## src/rtl/gray_pkg.sv

```systemverilog
// Shared definitions for the Gray-code sequence source: FSM states,
// the binary-to-Gray mapping and the default word width.
package gray_pkg;

  localparam int unsigned GRAY_DEF_W = 4;

  typedef enum logic [1:0] {
    ST_IDLE,
    ST_RUN,
    ST_DONE
  } state_e;

  // Width-agnostic: callers zero-extend into 32 bits and keep the low W bits.
  function automatic logic [31:0] bin2gray(input logic [31:0] b);
    return b ^ (b >> 1);
  endfunction

endpackage

```

## src/rtl/gray_seq_gen_bin2gray_conv.sv

```systemverilog
// Combinational W-bit binary-to-Gray encoder; mirror of g2b_conv.
module bin2gray_conv
  import gray_pkg::*;
#(
  parameter int unsigned W = GRAY_DEF_W
) (
  input  logic [W-1:0] bin,
  output logic [W-1:0] gray
);

  logic [31:0] gray_full;

  always_comb begin
    gray_full = bin2gray(32'(bin));
    gray      = gray_full[W-1:0];
  end

endmodule

```

## src/rtl/gray_seq_gen.sv

```systemverilog
// Emits a programmable run of W-bit Gray codes over a valid/ready stream,
// driven by an internal binary counter re-encoded on every transfer.
module gray_seq_gen
  import gray_pkg::*;
#(
  parameter int unsigned W = GRAY_DEF_W
) (
  input  logic         clk,
  input  logic         rst_n,
  input  logic         start,
  input  logic         dir,
  input  logic [W-1:0] seed,
  input  logic [W-1:0] len,
  output logic [0:W-1] gray,
  output logic         valid,
  input  logic         ready,
  output logic         busy,
  output logic         done
);

  state_e       state_q, state_d;
  logic [W-1:0] bin_q, bin_d;
  logic [W:0]   rem_q, rem_d;
  logic         dir_q, dir_d;
  logic [W-1:0] gray_q, gray_d;
  logic         valid_q, valid_d;
  logic         busy_q, busy_d;
  logic         done_q, done_d;

  always_comb begin
    state_d = state_q;
    bin_d   = bin_q;
    rem_d   = rem_q;
    dir_d   = dir_q;
    case (state_q)
      ST_IDLE: begin
        if (start) begin
          bin_d   = seed;
          rem_d   = (len == '0) ? {1'b1, {W{1'b0}}} : {1'b0, len};
          dir_d   = dir;
          state_d = ST_RUN;
        end
      end
      ST_RUN: begin
        if (valid_q && ready) begin
          if (rem_q > (W+1)'(1)) begin
            bin_d = dir_q ? (bin_q - W'(1)) : (bin_q + W'(1));
            rem_d = rem_q - (W+1)'(1);
          end else begin
            state_d = ST_DONE;
          end
        end
      end
      ST_DONE: state_d = ST_IDLE;
      default: state_d = ST_IDLE;
    endcase
  end

  // Gray is always the encoding of the next bin; holding bin holds the word.
  bin2gray_conv #(.W(W)) u_enc (
    .bin  (bin_d),
    .gray (gray_d)
  );

  always_comb begin
    valid_d = (state_d == ST_RUN);
    busy_d  = (state_d == ST_RUN);
    done_d  = (state_d == ST_DONE);
  end

  always_ff @(posedge clk or negedge rst_n) begin
    if (!rst_n) begin
      state_q <= ST_IDLE;
      bin_q   <= '0;
      rem_q   <= '0;
      dir_q   <= 1'b0;
      gray_q  <= '0;
      valid_q <= 1'b0;
      busy_q  <= 1'b0;
      done_q  <= 1'b0;
    end else begin
      state_q <= state_d;
      bin_q   <= bin_d;
      rem_q   <= rem_d;
      dir_q   <= dir_d;
      gray_q  <= gray_d;
      valid_q <= valid_d;
      busy_q  <= busy_d;
      done_q  <= done_d;
    end
  end

  assign gray  = gray_q;
  assign valid = valid_q;
  assign busy  = busy_q;
  assign done  = done_q;

endmodule

```

## config.mk

```make
export PLATFORM = sky130hd
export DESIGN_NAME = gray_seq_gen
export DESIGN_NICKNAME = d
export VERILOG_FILES = /design/src/rtl/gray_pkg.sv /design/src/rtl/gray_seq_gen_bin2gray_conv.sv /design/src/rtl/gray_seq_gen.sv
export SDC_FILE = /design/constraint.sdc
export NUM_CORES = 1
export LEC_CHECK = 0
export BUFFER_PORTS_ARGS = -buffer_cell sky130_fd_sc_hd__clkbuf_2
export CAP_MARGIN = 30
export CELL_PAD_IN_SITES_DETAIL_PLACEMENT = 1
export CELL_PAD_IN_SITES_GLOBAL_PLACEMENT = 1
export CORE_MARGIN = 4
export CORE_UTILIZATION = 37
export DETAILED_ROUTE_END_ITERATION = 10
export GPL_TIMING_DRIVEN = 0
export PLACE_DENSITY = 0.74
export SLEW_MARGIN = 20
export SYNTH_ARGS = -nofsm -noshare
export SYNTH_HDL_FRONTEND = slang
export SYNTH_HIERARCHICAL = 1
export SYNTH_SLANG_ARGS = --single-unit
export TNS_END_PERCENT = 5
```

## constraint.sdc

```tcl
create_clock -name clk -period 2.2 [get_ports clk]
set_clock_uncertainty 0.15 [all_clocks]
set_input_delay 0.22 -clock clk [delete_from_list [all_inputs] [get_ports clk]]
set_output_delay 0.22 -clock clk [all_outputs]
set_load 0.1 [all_outputs]
```

==> results of run 1 <==
worst paths after layout:
path                            startpoint        to  cells past startpoint
min in group asynchronous            rst_n      done                      2
worst min register to register    rem_q[4]  rem_q[4]                      1
worst max register to register    rem_q[0]   gray[3]                      6
worst min-delay path                len[1]  rem_q[1]                      3
worst max-delay path              rem_q[0]   gray[3]                      6
max in group asynchronous            rst_n      busy                      2
sequential cells by signal, indices dropped and copies added (netlist names):
register	count
gray	4
dir_q	1
rem_q	5
bin_q	4
state_q	2
busy	1
done	1
placed cells by master, fill, tap and decap left out, types with 3 or more instances in the layout:
cell       netlist  final
a2bb2oi_1        3      3
nand3_1          3      3
inv_1            5      5
buf_4            2     10
a21oi_1          5      5
buf_2            4      4
o22ai_1          4      4
nor3_1           5      5
ha_1             4      3
clkbuf_4         0      3
xor2_1           4      4
dfrtp_1         18     15
clkbuf_2         0     19
a22oi_1          3      3
o21ai_0          4      4
nor2b_1          6      5
nand2_1          3      3
nor2_1           7      7
critical path: cells and delay by family, from the launching register on:
family | cells | cell delay [ps]
multiplexers | 1 | 320
AO/OA/AOI/OAI | 3 | 780
XOR/XNOR | 1 | 170
flip-flops | 1 | 420
adder cells (fa/ha/maj) | 1 | 200
kinds of logic (layout without fill, tap and decap cells):
| logic type | count (synthesis) | count (layout) | share of synthesized area, % |
|---|---|---|---|
| buffers and inverters | 12 | 45 | 5.424 |
| and+or+nand+nor | 33 | 33 | 17.10 |
| muxes | 4 | 4 | 4.363 |
| adders and majority gates | 5 | 5 | 6.604 |
| AOI/OAI and AO/OA | 30 | 30 | 20.75 |
| DFF | 18 | 18 | 42.45 |
| xor gates and xnor gates | 4 | 4 | 3.302 |
metrics by stage:
| stage | worst slack [ps] | hold slack, ps | setup TNS [ps] | util [%] |
|---|---|---|---|---|
| 3_3_place_gp | -108.3 | 48.19 | -194.9 | 43.47 |
| 5_1_grt | -0.6593 | 110.9 | -0.6593 | 48.68 |
| 6_report | 52.62 | 82.11 | 0 | 48.68 |
| 3_5_place_dp | -158.1 | 58.40 | -278.1 | 43.47 |
| 4_1_cts | 18.81 | 70.49 | 0 | 46.64 |
| 2_1_floorplan | 53.82 | -225.6 | 0 | - |
area by class of cell:
| class | instances | area share [%] |
|---|---|---|
| inverter | 6 | 1.678 |
| multi-input combinational | 76 | 43.06 |
| buffer | 6 | 2.610 |
| timing repair buffer | 29 | 13.05 |
| clock buffer | 4 | 2.703 |
| sequential | 18 | 34.02 |
| tap | 31 | 2.889 |
routing by layer:
| metal | vias up | track usage, % | share of wire, % | routed length [um] |
|---|---|---|---|---|
| met5 | - | 0 | 0 | 0 |
| met4 | 0 | 8.485 | 3.5 | 95 |
| met3 | 9 | 2.725 | 3.8 | 105 |
| met2 | 20 | 25.26 | 49 | 1350 |
| met1 | 460 | 20.90 | 43 | 1184 |
| li1 | 450 | - | - | - |
timing repair:
| item | CTS | global route |
|---|---|---|
| hold buffers | 2 | 0 |
| setup buffers | 2 | 6 |
| resized for setup | 3 | 4 |
| setup endpoints to repair | 4 | 3 |
| hold endpoints to repair | 19 | 0 |
| pin swaps | 3 | 4 |
==> results.json, run 1 <==
{
  "grt_max_degree": 19,
  "start_kind": "register",
  "setup_viol": 0,
  "path_clk_slew_ps": 110,
  "crit_fanout": 3,
  "grt_pass1_wl_mm": 4.457,
  "grt_pass1_vias": 947,
  "clock.fmax_ghz": 0.4657,
  "ctsLongestPathBuffers": 2,
  "r2r_slack_ps": 50,
  "synthArstFlopShare_pct": 100.0,
  "synth_top_cell_area_share_pct": 42.45,
  "drive_gt1_share_pct": 35.25,
  "final_area_um2": 1343,
  "tritoncts": "yes",
  "synth.most_common_cell": "dfrtp_1",
  "drv_slew": 0,
  "start_util_pct": 38.48,
  "design.core.area_um2": 2758,
  "yosys-top-cells-count": "dfrtp_1, nor2_1, nor2b_1",
  "nets": 158,
  "seq_area_frac_synth_pct": 42.45,
  "status": "complete, no violations",
  "ys_ff_latch": 18,
  "syn_area_per_cell_um2": 10.01,
  "maxCapViolations": 0,
  "drt-initial-drc-count": 23,
  "instances_no_fill": 170,
  "antenna_left": 0,
  "crit_type": "register to register",
  "crit_path_end_kind": "register",
  "nFillCells": 332,
  "ioPinCount": 20,
  "synth.area.top_cells": "dfrtp_1, ha_1, nor2b_1",
  "n_antenna_cell": 0,
  "required_ps": 2230,
  "antenna_found_initial": 0,
  "hold_viol_final": 0,
  "cts-htree-levels": 1,
  "slew_headroom_pct": 63.82,
  "yosysWarningCount": 6,
  "slowest_delay_ps": 420,
  "dr.pass1.iters": 3,
  "layout_worst_path_cycle_share_pct": 97.61,
  "cp.arrival_ps": 2180,
  "die_area_um2": 3788,
  "synth_cell_types": 38,
  "cts.sinks": 18,
  "drc": 0,
  "drt-total-wl_mm": 2.735,
  "crit_chain": "ha_2 -> o21bai_4 -> a21oi_4 -> mux2_4 -> a221o_1 -> xor2_1",
  "clock_latency_ps": 300,
  "synthCells": 106,
  "multi_input_area_um2": 578.1,
  "place.gp.congestion": 0.7801,
  "grt_overflow": 0,
  "die_x_um": 61.55,
  "synth_largest_area_cell": "dfrtp_1",
  "seq_area_um2": 456.7,
  "dp.final_hpwl_mm": 1.857,
  "hold_path_class": "input port to register",
  "period_minus_slack_ps": 2147,
  "track_usage_pct": 16.04,
  "areaGrowthSynthToFinish_pct": 26.53,
  "cts_buffers": 3,
  "syn-cell-area_um2": 1061,
  "ys.flop_type": "dfrtp_1",
  "vias": 939,
  "slowest_stage": "dfrtp_1",
  "clockRootBuffer": "clkbuf_4",
  "post_dp_cell_area_um2": 1199,
  "wire_per_inst_um": 16.09,
  "synth_edf_count": 0,
  "die_h_um": 61.55,
  "worstMarginPinSlew_ps": 545.0,
  "synth_fp_nets": 124,
  "portBuffers": 19,
  "vias_per_cell": 5.524,
  "dp.cells": 156,
  "rows": 19
}
Power of run 1 is not shown: default switching activity piles up to over one toggle a cycle in this logic, so the estimate is an artifact.
==> run 2, diff against run 1 <==
--- a/config.mk
+++ b/config.mk
@@ -7,7 +7,7 @@
 export LEC_CHECK = 0
 export BUFFER_PORTS_ARGS = -buffer_cell sky130_fd_sc_hd__clkbuf_2
 export CAP_MARGIN = 30
-export CELL_PAD_IN_SITES_DETAIL_PLACEMENT = 1
+export CELL_PAD_IN_SITES_DETAIL_PLACEMENT = 0
 export CELL_PAD_IN_SITES_GLOBAL_PLACEMENT = 1
 export CORE_MARGIN = 4
 export CORE_UTILIZATION = 37
==> run 2 against run 1 <==
Clock-buffer cell count stayed put. Register-to-register slack got worse by 20 ps. Setup slack worse by 20 ps. Critical path depth is the same. Die area unchanged. Final cell count decreased by 1.8%. Critical endpoint unchanged. Wire length shrank 21%. Worst hold slack got worse by 76 ps. Sequential cell count is the same. Non-clock buffer count shrank 3. First-iteration DRC count fell by 26%.
==> results.json, run 2 (synthesis gave the netlist of run 1 again) <==
{
  "grt_pass1_vias": 825,
  "r2r_slack_ps": 30,
  "vias_per_cell": 5.228,
  "required_ps": 2230,
  "die_x_um": 61.55,
  "route.top_layer_used": "met4",
  "dp.final_hpwl_mm": 1.638,
  "start_util_pct": 38.48,
  "antenna_left": 0,
  "maxCapViolations": 0,
  "crit_type": "register to register",
  "grt_max_degree": 19,
  "track_usage_pct": 13.29,
  "clock_latency_ps": 290,
  "rr_worst_depth": 6,
  "largest_reg_flops": 5,
  "start_kind": "register",
  "rsz0062_at_grt": "true",
  "areaGrowthSynthToFinish_pct": 22.29,
  "status": "complete, no violations",
  "cts_buffers": 3,
  "setup_tns_ps": 0,
  "hold_depth": 2,
  "layout_common_cells": "clkbuf_2, dfrtp_1, buf_4, nor2_1, nor2b_1",
  "setup_viol": 0,
  "vias": 873,
  "crit_fanout": 4,
  "n_antenna_cell": 0,
  "slew_headroom_pct": 63.85,
  "met1_length_mm": 1.008,
  "met3_length_um": 123,
  "min_from": "dir",
  "dp.cells": 156,
  "portBuffers": 19,
  "cts-htree-levels": 1,
  "period_minus_slack_ps": 2167,
  "drt-initial-drc-count": 17,
  "cp.arrival_ps": 2190,
  "instances_no_fill": 167,
  "drc": 0,
  "place.gp.congestion": 0.7801,
  "layout_worst_path_cycle_share_pct": 98.52,
  "die_area_um2": 3788,
  "r2r-end": "gray[3]",
  "antenna_found_initial": 0,
  "layout_commonest_cell": "clkbuf_2",
  "cts.sinks": 18,
  "ctsLongestPathBuffers": 2,
  "nets": 155,
  "rr_startpoint": "rem_q[0]",
  "hold_viol_final": 0,
  "grt_overflow": 0,
  "ioPinCount": 20,
  "drv_slew": 0,
  "hold-path-endpoint": "dir_q",
  "path_clk_slew_ps": 110,
  "clockRootBuffer": "clkbuf_4",
  "drt-total-wl_mm": 2.172,
  "rows": 19,
  "clock.fmax_ghz": 0.4614,
  "grt_pass1_wl_mm": 3.836,
  "worstMarginPinSlew_ps": 544.6,
  "design.core.area_um2": 2758,
  "nFillCells": 279,
  "wl_met2_mm": 1.009,
  "drive_gt1_share_pct": 31.62,
  "crit_path_end_kind": "register",
  "hold_path_class": "input port to register",
  "die_h_um": 61.55,
  "max_flop_register": "rem_q",
  "dr.pass1.iters": 4,
  "startpoint": "rem_q[0]",
  "wire_per_inst_um": 13.01,
  "tritoncts": "yes"
}
run 2: cell count changes in the layout (fill, tap and decap cells not counted), sizes merged:
| cell | change |
|---|---|
| dlygate4sd3 | -1 |
| buf | -2 |
run 2: final cells by class:
type	instances	area, um^2	share of cell area (%)
multi-input combinational	76	560.5	43.20
sequential	18	454.2	35.00
timing repair buffer	26	150.1	11.57
tap	31	38.79	2.989
clock buffer	4	36.28	2.797
buffer	6	35.03	2.700
inverter	6	22.52	1.736
run 2: worst max-delay path, stage by stage, from the launching register on:
cell	delay [ps]
dfrtp_1	440
ha_1	200
o21bai_2	240
a21oi_4	170
mux2_4	310
a221o_1	360
xor2_1	180
run 2: per-layer routing:
metal / up-vias / track usage [%]
met2: 17 / 20.33
met3: 4 / 3.564
met1: 414 / 18.49
li1: 438 / -
met4: 0 / 3.636
met5: - / 0
run 2: stage by stage:
stage / utilization (%) / instance area, um^2 / setup WS (ps) / hold slack (ps)
6_report: 47.05 / 1297 / 32.59 / 6.521
2_1_floorplan: - / 1065 / 53.82 / -225.6
5_1_grt: 47.05 / 1297 / -62.13 / 21.81
3_3_place_gp: 43.47 / 1199 / -108.3 / 48.19
3_5_place_dp: 43.47 / 1199 / -113.5 / 50.13
4_1_cts: 45.96 / 1267 / 21.28 / 2.190
run 2: worst max path at each step:
stage / to / slack [ps]
global placement: gray[3] / -110
finish: gray[3] / 30
floorplan: gray[3] / 50
global route: gray[3] / -60
detailed placement: gray[3] / -110
CTS: gray[3] / 20
run 2: repair_timing:
| item | 4_1_cts | 5_1_grt |
|---|---|---|
| endpoints found under the hold margin | 18 | 0 |
| pin swaps | 1 | 1 |
| resized for setup | 1 | 0 |
| buffers inserted | 2 | 4 |
| setup endpoints to repair | 2 | 3 |
| hold buffers | 1 | 0 |
| cloned | 0 | 0 |
Power of run 2 is left out for the same reason.
